$ cat config.mk
export PLATFORM = sky130hd
export DESIGN_NAME = axis_demux
export DESIGN_NICKNAME = d
export VERILOG_FILES = /design/src/rtl/axis_demux.sv
export SDC_FILE = /design/constraint.sdc
export NUM_CORES = 1
export LEC_CHECK = 0
export CORE_UTILIZATION = 45
export DETAILED_ROUTE_END_ITERATION = 6
export DONT_BUFFER_PORTS = 1
export PLACE_DENSITY = 0.6
export SLEW_MARGIN = 10
export SYNTH_ARGS = -nofsm -noshare
export SYNTH_HDL_FRONTEND = slang
export SYNTH_SLANG_ARGS = --single-unit
$ cat constraint.sdc
create_clock -name ACLK -period 1.7 [get_ports ACLK]
set_input_delay 0.425 -clock ACLK [delete_from_list [all_inputs] [get_ports ACLK]]
set_output_delay 0.425 -clock ACLK [all_outputs]
set_load 0.02 [all_outputs]
$ cat src/rtl/axis_demux.sv
// One-to-two AXI4-Stream demultiplexer: whole packets are steered to output 0 or 1
// by sel sampled on the first beat, through a one-entry holding register.
//
// state     | meaning
// ST_IDLE   | between packets; next accepted beat starts a packet and samples sel
// ST_LOCKED | inside a packet; beats follow lock_dest until TLAST
module axis_demux #(
    parameter int DATA_WIDTH = 8,
    parameter int CNT_WIDTH  = 8
) (
    input  logic                  ACLK,
    input  logic                  ARESETn,
    input  logic [DATA_WIDTH-1:0] DATA_in,
    input  logic                  TVALID_in,
    input  logic                  TLAST_in,
    output logic                  TREADY_in,
    input  logic                  sel,
    output logic [DATA_WIDTH-1:0] DATA_out_0,
    output logic [DATA_WIDTH-1:0] DATA_out_1,
    output logic                  TVALID_out_0,
    output logic                  TVALID_out_1,
    output logic                  TLAST_out_0,
    output logic                  TLAST_out_1,
    input  logic                  TREADY_out_0,
    input  logic                  TREADY_out_1,
    output logic [CNT_WIDTH-1:0]  pkt_cnt_0,
    output logic [CNT_WIDTH-1:0]  pkt_cnt_1
);

    typedef enum logic {
        ST_IDLE   = 1'b0,
        ST_LOCKED = 1'b1
    } state_t;

    state_t                  state_q, state_d;
    logic                    lock_dest_q, lock_dest_d;
    logic                    rst_done_q, rst_done_d;
    logic                    hold_valid_q, hold_valid_d;
    logic [DATA_WIDTH-1:0]   hold_data_q, hold_data_d;
    logic                    hold_last_q, hold_last_d;
    logic                    hold_dest_q, hold_dest_d;
    logic [CNT_WIDTH-1:0]    cnt_0_q, cnt_0_d;
    logic [CNT_WIDTH-1:0]    cnt_1_q, cnt_1_d;

    logic                    dest_ready;
    logic                    ready_in;
    logic                    accept;
    logic                    out_hs;
    logic                    beat_dest;

    // Downstream ready feeds upstream ready combinationally so a draining beat
    // and a new beat can share one edge.
    assign dest_ready = hold_dest_q ? TREADY_out_1 : TREADY_out_0;
    assign ready_in   = rst_done_q && (!hold_valid_q || dest_ready);
    assign accept     = TVALID_in && ready_in;
    assign out_hs     = hold_valid_q && dest_ready;
    assign beat_dest  = (state_q == ST_IDLE) ? sel : lock_dest_q;

    always_comb begin
        state_d      = state_q;
        lock_dest_d  = lock_dest_q;
        rst_done_d   = 1'b1;
        hold_valid_d = hold_valid_q;
        hold_data_d  = hold_data_q;
        hold_last_d  = hold_last_q;
        hold_dest_d  = hold_dest_q;
        cnt_0_d      = cnt_0_q;
        cnt_1_d      = cnt_1_q;

        if (accept) begin
            hold_valid_d = 1'b1;
            hold_data_d  = DATA_in;
            hold_last_d  = TLAST_in;
            hold_dest_d  = beat_dest;
            case (state_q)
                ST_IDLE: begin
                    lock_dest_d = sel;
                    state_d     = TLAST_in ? ST_IDLE : ST_LOCKED;
                end
                ST_LOCKED: begin
                    if (TLAST_in) begin
                        state_d = ST_IDLE;
                    end
                end
                default: state_d = ST_IDLE;
            endcase
        end else if (out_hs) begin
            hold_valid_d = 1'b0;
        end

        if (out_hs && hold_last_q) begin
            if (hold_dest_q) begin
                cnt_1_d = cnt_1_q + 1'b1;
            end else begin
                cnt_0_d = cnt_0_q + 1'b1;
            end
        end
    end

    always_ff @(posedge ACLK or negedge ARESETn) begin
        if (!ARESETn) begin
            state_q      <= ST_IDLE;
            lock_dest_q  <= 1'b0;
            rst_done_q   <= 1'b0;
            hold_valid_q <= 1'b0;
            hold_data_q  <= '0;
            hold_last_q  <= 1'b0;
            hold_dest_q  <= 1'b0;
            cnt_0_q      <= '0;
            cnt_1_q      <= '0;
        end else begin
            state_q      <= state_d;
            lock_dest_q  <= lock_dest_d;
            rst_done_q   <= rst_done_d;
            hold_valid_q <= hold_valid_d;
            hold_data_q  <= hold_data_d;
            hold_last_q  <= hold_last_d;
            hold_dest_q  <= hold_dest_d;
            cnt_0_q      <= cnt_0_d;
            cnt_1_q      <= cnt_1_d;
        end
    end

    // The non-selected output is forced to zero rather than echoing the holding register.
    assign TREADY_in    = ready_in;
    assign TVALID_out_0 = hold_valid_q && !hold_dest_q;
    assign TVALID_out_1 = hold_valid_q &&  hold_dest_q;
    assign DATA_out_0   = hold_dest_q ? '0 : hold_data_q;
    assign DATA_out_1   = hold_dest_q ? hold_data_q : '0;
    assign TLAST_out_0  = !hold_dest_q && hold_last_q;
    assign TLAST_out_1  =  hold_dest_q && hold_last_q;
    assign pkt_cnt_0    = cnt_0_q;
    assign pkt_cnt_1    = cnt_1_q;

endmodule

# Yosys cells after proc, flatten, opt, wreduce, memory -nomap -nowiden
# Cells that the tools add are included.
[word_totals] input_bits=15 output_inout_bits=37 elab_cells=34 reg_bits=29 mem_bits_ro=0 ram_bits=0 latchBits=0 n_memories=0
[op_classes] muxes=7 addsub=2 magnitude_cmp=0 n_mul=0 div_mod_pow=0 reduce_logical=15 bitwise_logic=2 n_shift=0 n_eq_ne=0
[op_table] cell="$add 8x1->8 const B" count=2
[op_table] cell="$mux 8" count=2
[op_table] cell="$logic_and 1x1->1" count=8
[op_table] cell="$reduce_and 2->1" count=3
[op_table] cell="$mux 1" count=5
[op_table] cell="$logic_not 1->1" count=2
[op_table] cell="$not 1->1" count=2
[op_table] cell="$reduce_bool 2->1" count=1
[op_table] cell="$logic_or 1x1->1" count=1

# Depth between registers and ports, before layout
# Gate-level depths: netlist of run 1.
[logic_depth] ltp_word=5 depth_mapped=4 ltp_nobuf=4

# Worst setup path after synthesis of run 1
# Ideal clock, no wire load.
[synth_timing] kind="reg-to-output" from="register hold_dest_q" to="output TREADY_in" t_arrival_ns=1.106 required_time_ns=1.275 n_path_buf=0 setup_slack_ns=0.169 stages_incl_launch_ff=4 cell_sequence="dfrtp_1 mux2i_1 nand2_1 and2_1"
[synth_between] elab_chain_len=3
[synth_lines] element="from (decl)" line_no="41" text="logic hold_dest_q, hold_dest_d;"
[synth_lines] element="from (signal assigned)" line_no="118" text="hold_dest_q <= hold_dest_d;"
[synth_lines] element="$mux 1" line_no="53" text="assign dest_ready = hold_dest_q ? TREADY_out_1 : TREADY_out_0;"
[synth_lines] element="$logic_or 1x1->1" line_no="54" text="assign ready_in = rst_done_q && (!hold_valid_q || dest_ready);"
[synth_lines] element="$logic_and 1x1->1" line_no="54"
[synth_lines] element="to (decl)" line_no="16" text="output logic TREADY_in,"
# Every way passes these cells.

# Worst setup path after layout of run 1
[layout_timing] from="register hold_dest_q" to="output DATA_out_0[7]"
[layout_between] elab_chain_len=1
[layout_lines] element="$mux 8" line_no="128" text="assign DATA_out_0 = hold_dest_q ? '0 : hold_data_q;"
[layout_lines] element="to (decl)" line_no="18" text="output logic [DATA_WIDTH-1:0] DATA_out_0,"
# Every way passes these cells.

==> results.toml, run 1 <==
[status]
status = "finished with violations"
violations = "design-rule violations"

[job]
max-cap-violations = 0

[drt]
vias = 893
drt-initial-drc-count = 27
viasPerCell = 5.28
ant_nets = 0
wl_um = 2470
drc = 4
dr.pass1.iters = 5
wire_per_inst_um = 14.6

[synthesis]
netlist_area_um2 = 1360
synthDistinctLibCells = 24
synth_edf_count = 0
avgSynthCellArea_um2 = 11.5
synth-seq-area-share_pct = 53.5
synth_ff_type = "dfrtp_1"
synth_cells = 118
ys_seq_elements = 29
yosysWarnings = 0
async_reset_ff_share_pct = 100
syn-num-nets = 135

[clock_network]
cts_sinks = 29
cts_tree = "built"
cts.path.max_buffers = 2
cts_root_buf = "clkbuf_4"
path_clk_slew_ps = 90
clock_latency_ps = 320
numCtsBuffers = 5
htree_levels = 2

[worst_setup_path]
critPathKind = "flop to output port"
cp-start-kind = "flop"
arrival_ps = 1250
path_max_fanout = 25
required_ps = 1270
critical_path.endpoint_type = "output port"

[finish]
n_fill_cell = 245
area_delta_synth_final_pct = 16.3
fin_area_um2 = 1580
instances_no_fill = 169
antenna_cells = 0
final_net_count = 154
drive_above_1_share_pct = 32.6

[sta]
finalSetupViolCount = 0
period_share_pct = 98.3
timing.fmax_ghz = 0.598
fin_crit_ps = 1670
hold_viol_final = 0
finalWorstSetupSlack_ps = 28.8
drv_slew = 0
fin_setup_tns_ps = 0
rsz0062_at_grt = "true"
final.setup_skew_ps = 9.29

[placement]
dp_hpwl_um = 1740
place_inst = 158
numPortBuffers = 0
place_area_um2 = 1470
place_ws_ps = 201
gp_congestion = 0.769

[die]
rows = 19
fp.coreArea_um2 = 2810
ios = 52
dieWidth_um = 56.9
fp.dieH_um = 56.9
fp.dieArea_um2 = 3240
start_util_pct = 48.4

[global_routing]
grt.overflow.total = 0
grt_pass1_vias = 891
antenna_found_initial = 0
grt_max_degree = 30
grt_pass1_wl_um = 4250
grt_usage_pct = 17.5

[power_and_ir_drop]
peakVddDrop_mv = 0.687
power.density_nw_per_um2 = 1520
finalPower_uw = 2400
leakagePower_uw = 0.000724

[hold_path]
hold_path_class = "input pin to flop"
state kept, by name (all words and copies together) (netlist names):
signal / count
hold_data_q: 8
pkt_cnt_0: 8
pkt_cnt_1: 8
hold_dest_q: 1
hold_last_q: 1
hold_valid_q: 1
rst_done_q: 1
state_q: 1
path summary, 6_finish.rpt:
kind	slack, ps	cells past startpoint	from	endpoint
worst max-delay path	30	3	hold_dest_q$_DFFE_PN0P_	DATA_out_0[7]
worst min-delay path	180	1	TLAST_in	state_q$_DFFE_PN0P_
worst max register to register	60	5	hold_dest_q$_DFFE_PN0P_	hold_data_q[3]$_DFFE_PN0P_
worst min register to register	530	1	hold_data_q[1]$_DFFE_PN0P_	hold_data_q[1]$_DFFE_PN0P_
max in group asynchronous	960	2	ARESETn	hold_data_q[3]$_DFFE_PN0P_
min in group asynchronous	570	2	ARESETn	pkt_cnt_0[7]$_DFFE_PN0P_
repair_timing:
action / 4_1_cts / 5_1_grt
endpoints found under the setup margin: 1 / 8
endpoints found under the hold margin: 29 / 0
setup buffers: 1 / 0
pin swaps: 0 / 1
resized for setup: 2 / 11
hold buffers: 2 / 0
layer usage:
metal,vias to the layer above,wire (um),GRT usage (%)
li1,440,-,-
met1,412,1090,20.7
met2,35,1130,27.7
met3,6,214,8.53
met4,0,46,6.27
met5,-,0,0
per-stage QoR:
stage / util [%] / hold slack (ps)
floorplan: - / 129
global placement: 52.5 / 130
detailed placement: 52.5 / 130
CTS: 55.7 / 166
global route: 56.3 / 179
finish: 56.3 / 179
cells by family (layout without fill, tap and decap cells):
group                    after synthesis  count (layout)  share of synthesized area [%]
buffers and inverters                  5              25                           1.47
AND/OR/NAND/NOR                       53              53                           22.4
adder cells (fa/ha/maj)                2               2                           1.84
multiplexers                          12              12                           9.77
other                                  1               1                          0.276
XOR/XNOR                              14              14                           9.03
AO/OA/AOI/OAI                          2               2                           1.75
flip-flops                            29              29                           53.5
cell type report:
class | count | area, um^2 | share of cell area, %
flip-flops and latches | 29 | 726 | 46.0
inverters | 2 | 7.51 | 0.475
clock buffers | 8 | 48.8 | 3.09
repair buffers | 15 | 128 | 8.08
multi-input cells | 84 | 631 | 39.9
well taps | 31 | 38.8 | 2.46
layout by cell type (no fill, tap or decap), drive strengths merged:
cell         Yosys  routed
a211oi           1       1
nand3            3       3
and4b            1       1
dfrtp           29      29
inv              2       2
conb             1       1
nor2b            9       9
buf              1      14
and2            11      11
xnor2            9       9
and4             2       2
a21oi            1       1
mux2i            2       2
nand2           14      14
mux2            10      10
nand4            6       6
nor3             4       4
clkbuf           2       8
nand4b           1       1
nor4             1       1
and2b            1       1
dlygate4sd3      0       1
ha               2       2
xor2             5       5
worst max-delay path, stage by stage, from the launching register on:
cell	delay, ps
dfrtp_1	410
buf_4	210
nor2b_1	150
buf_4	160
cell usage after synthesis, drive strengths merged (2+ instances only):
cell    number  area [um^2]
ha           2         25.0
nor2b        9         56.3
xor2         5         43.8
nor3         4         20.0
nand2       14         52.6
nand4        6         37.5
dfrtp       29          726
xnor2        9         78.8
nand3        3         15.0
mux2i        2         20.0
and2        11         68.8
inv          2         7.51
mux2        10          113
and4         2         18.8
clkbuf       2         7.51
power by group:
group          switching [uW]  internal, uW
logic                     506           403
registers                 269           836
clock network             218           164
(Power assumes the default switching activity.)
==> run 2, diff against run 1 <==
--- a/config.mk
+++ b/config.mk
@@ -5,6 +5,7 @@
 export SDC_FILE = /design/constraint.sdc
 export NUM_CORES = 1
 export LEC_CHECK = 0
+export CAP_MARGIN = 20
 export CORE_UTILIZATION = 45
 export DETAILED_ROUTE_END_ITERATION = 6
 export DONT_BUFFER_PORTS = 1
==> results of run 2 <==
Final layout, timing and power as in run 1 (identical DEF).
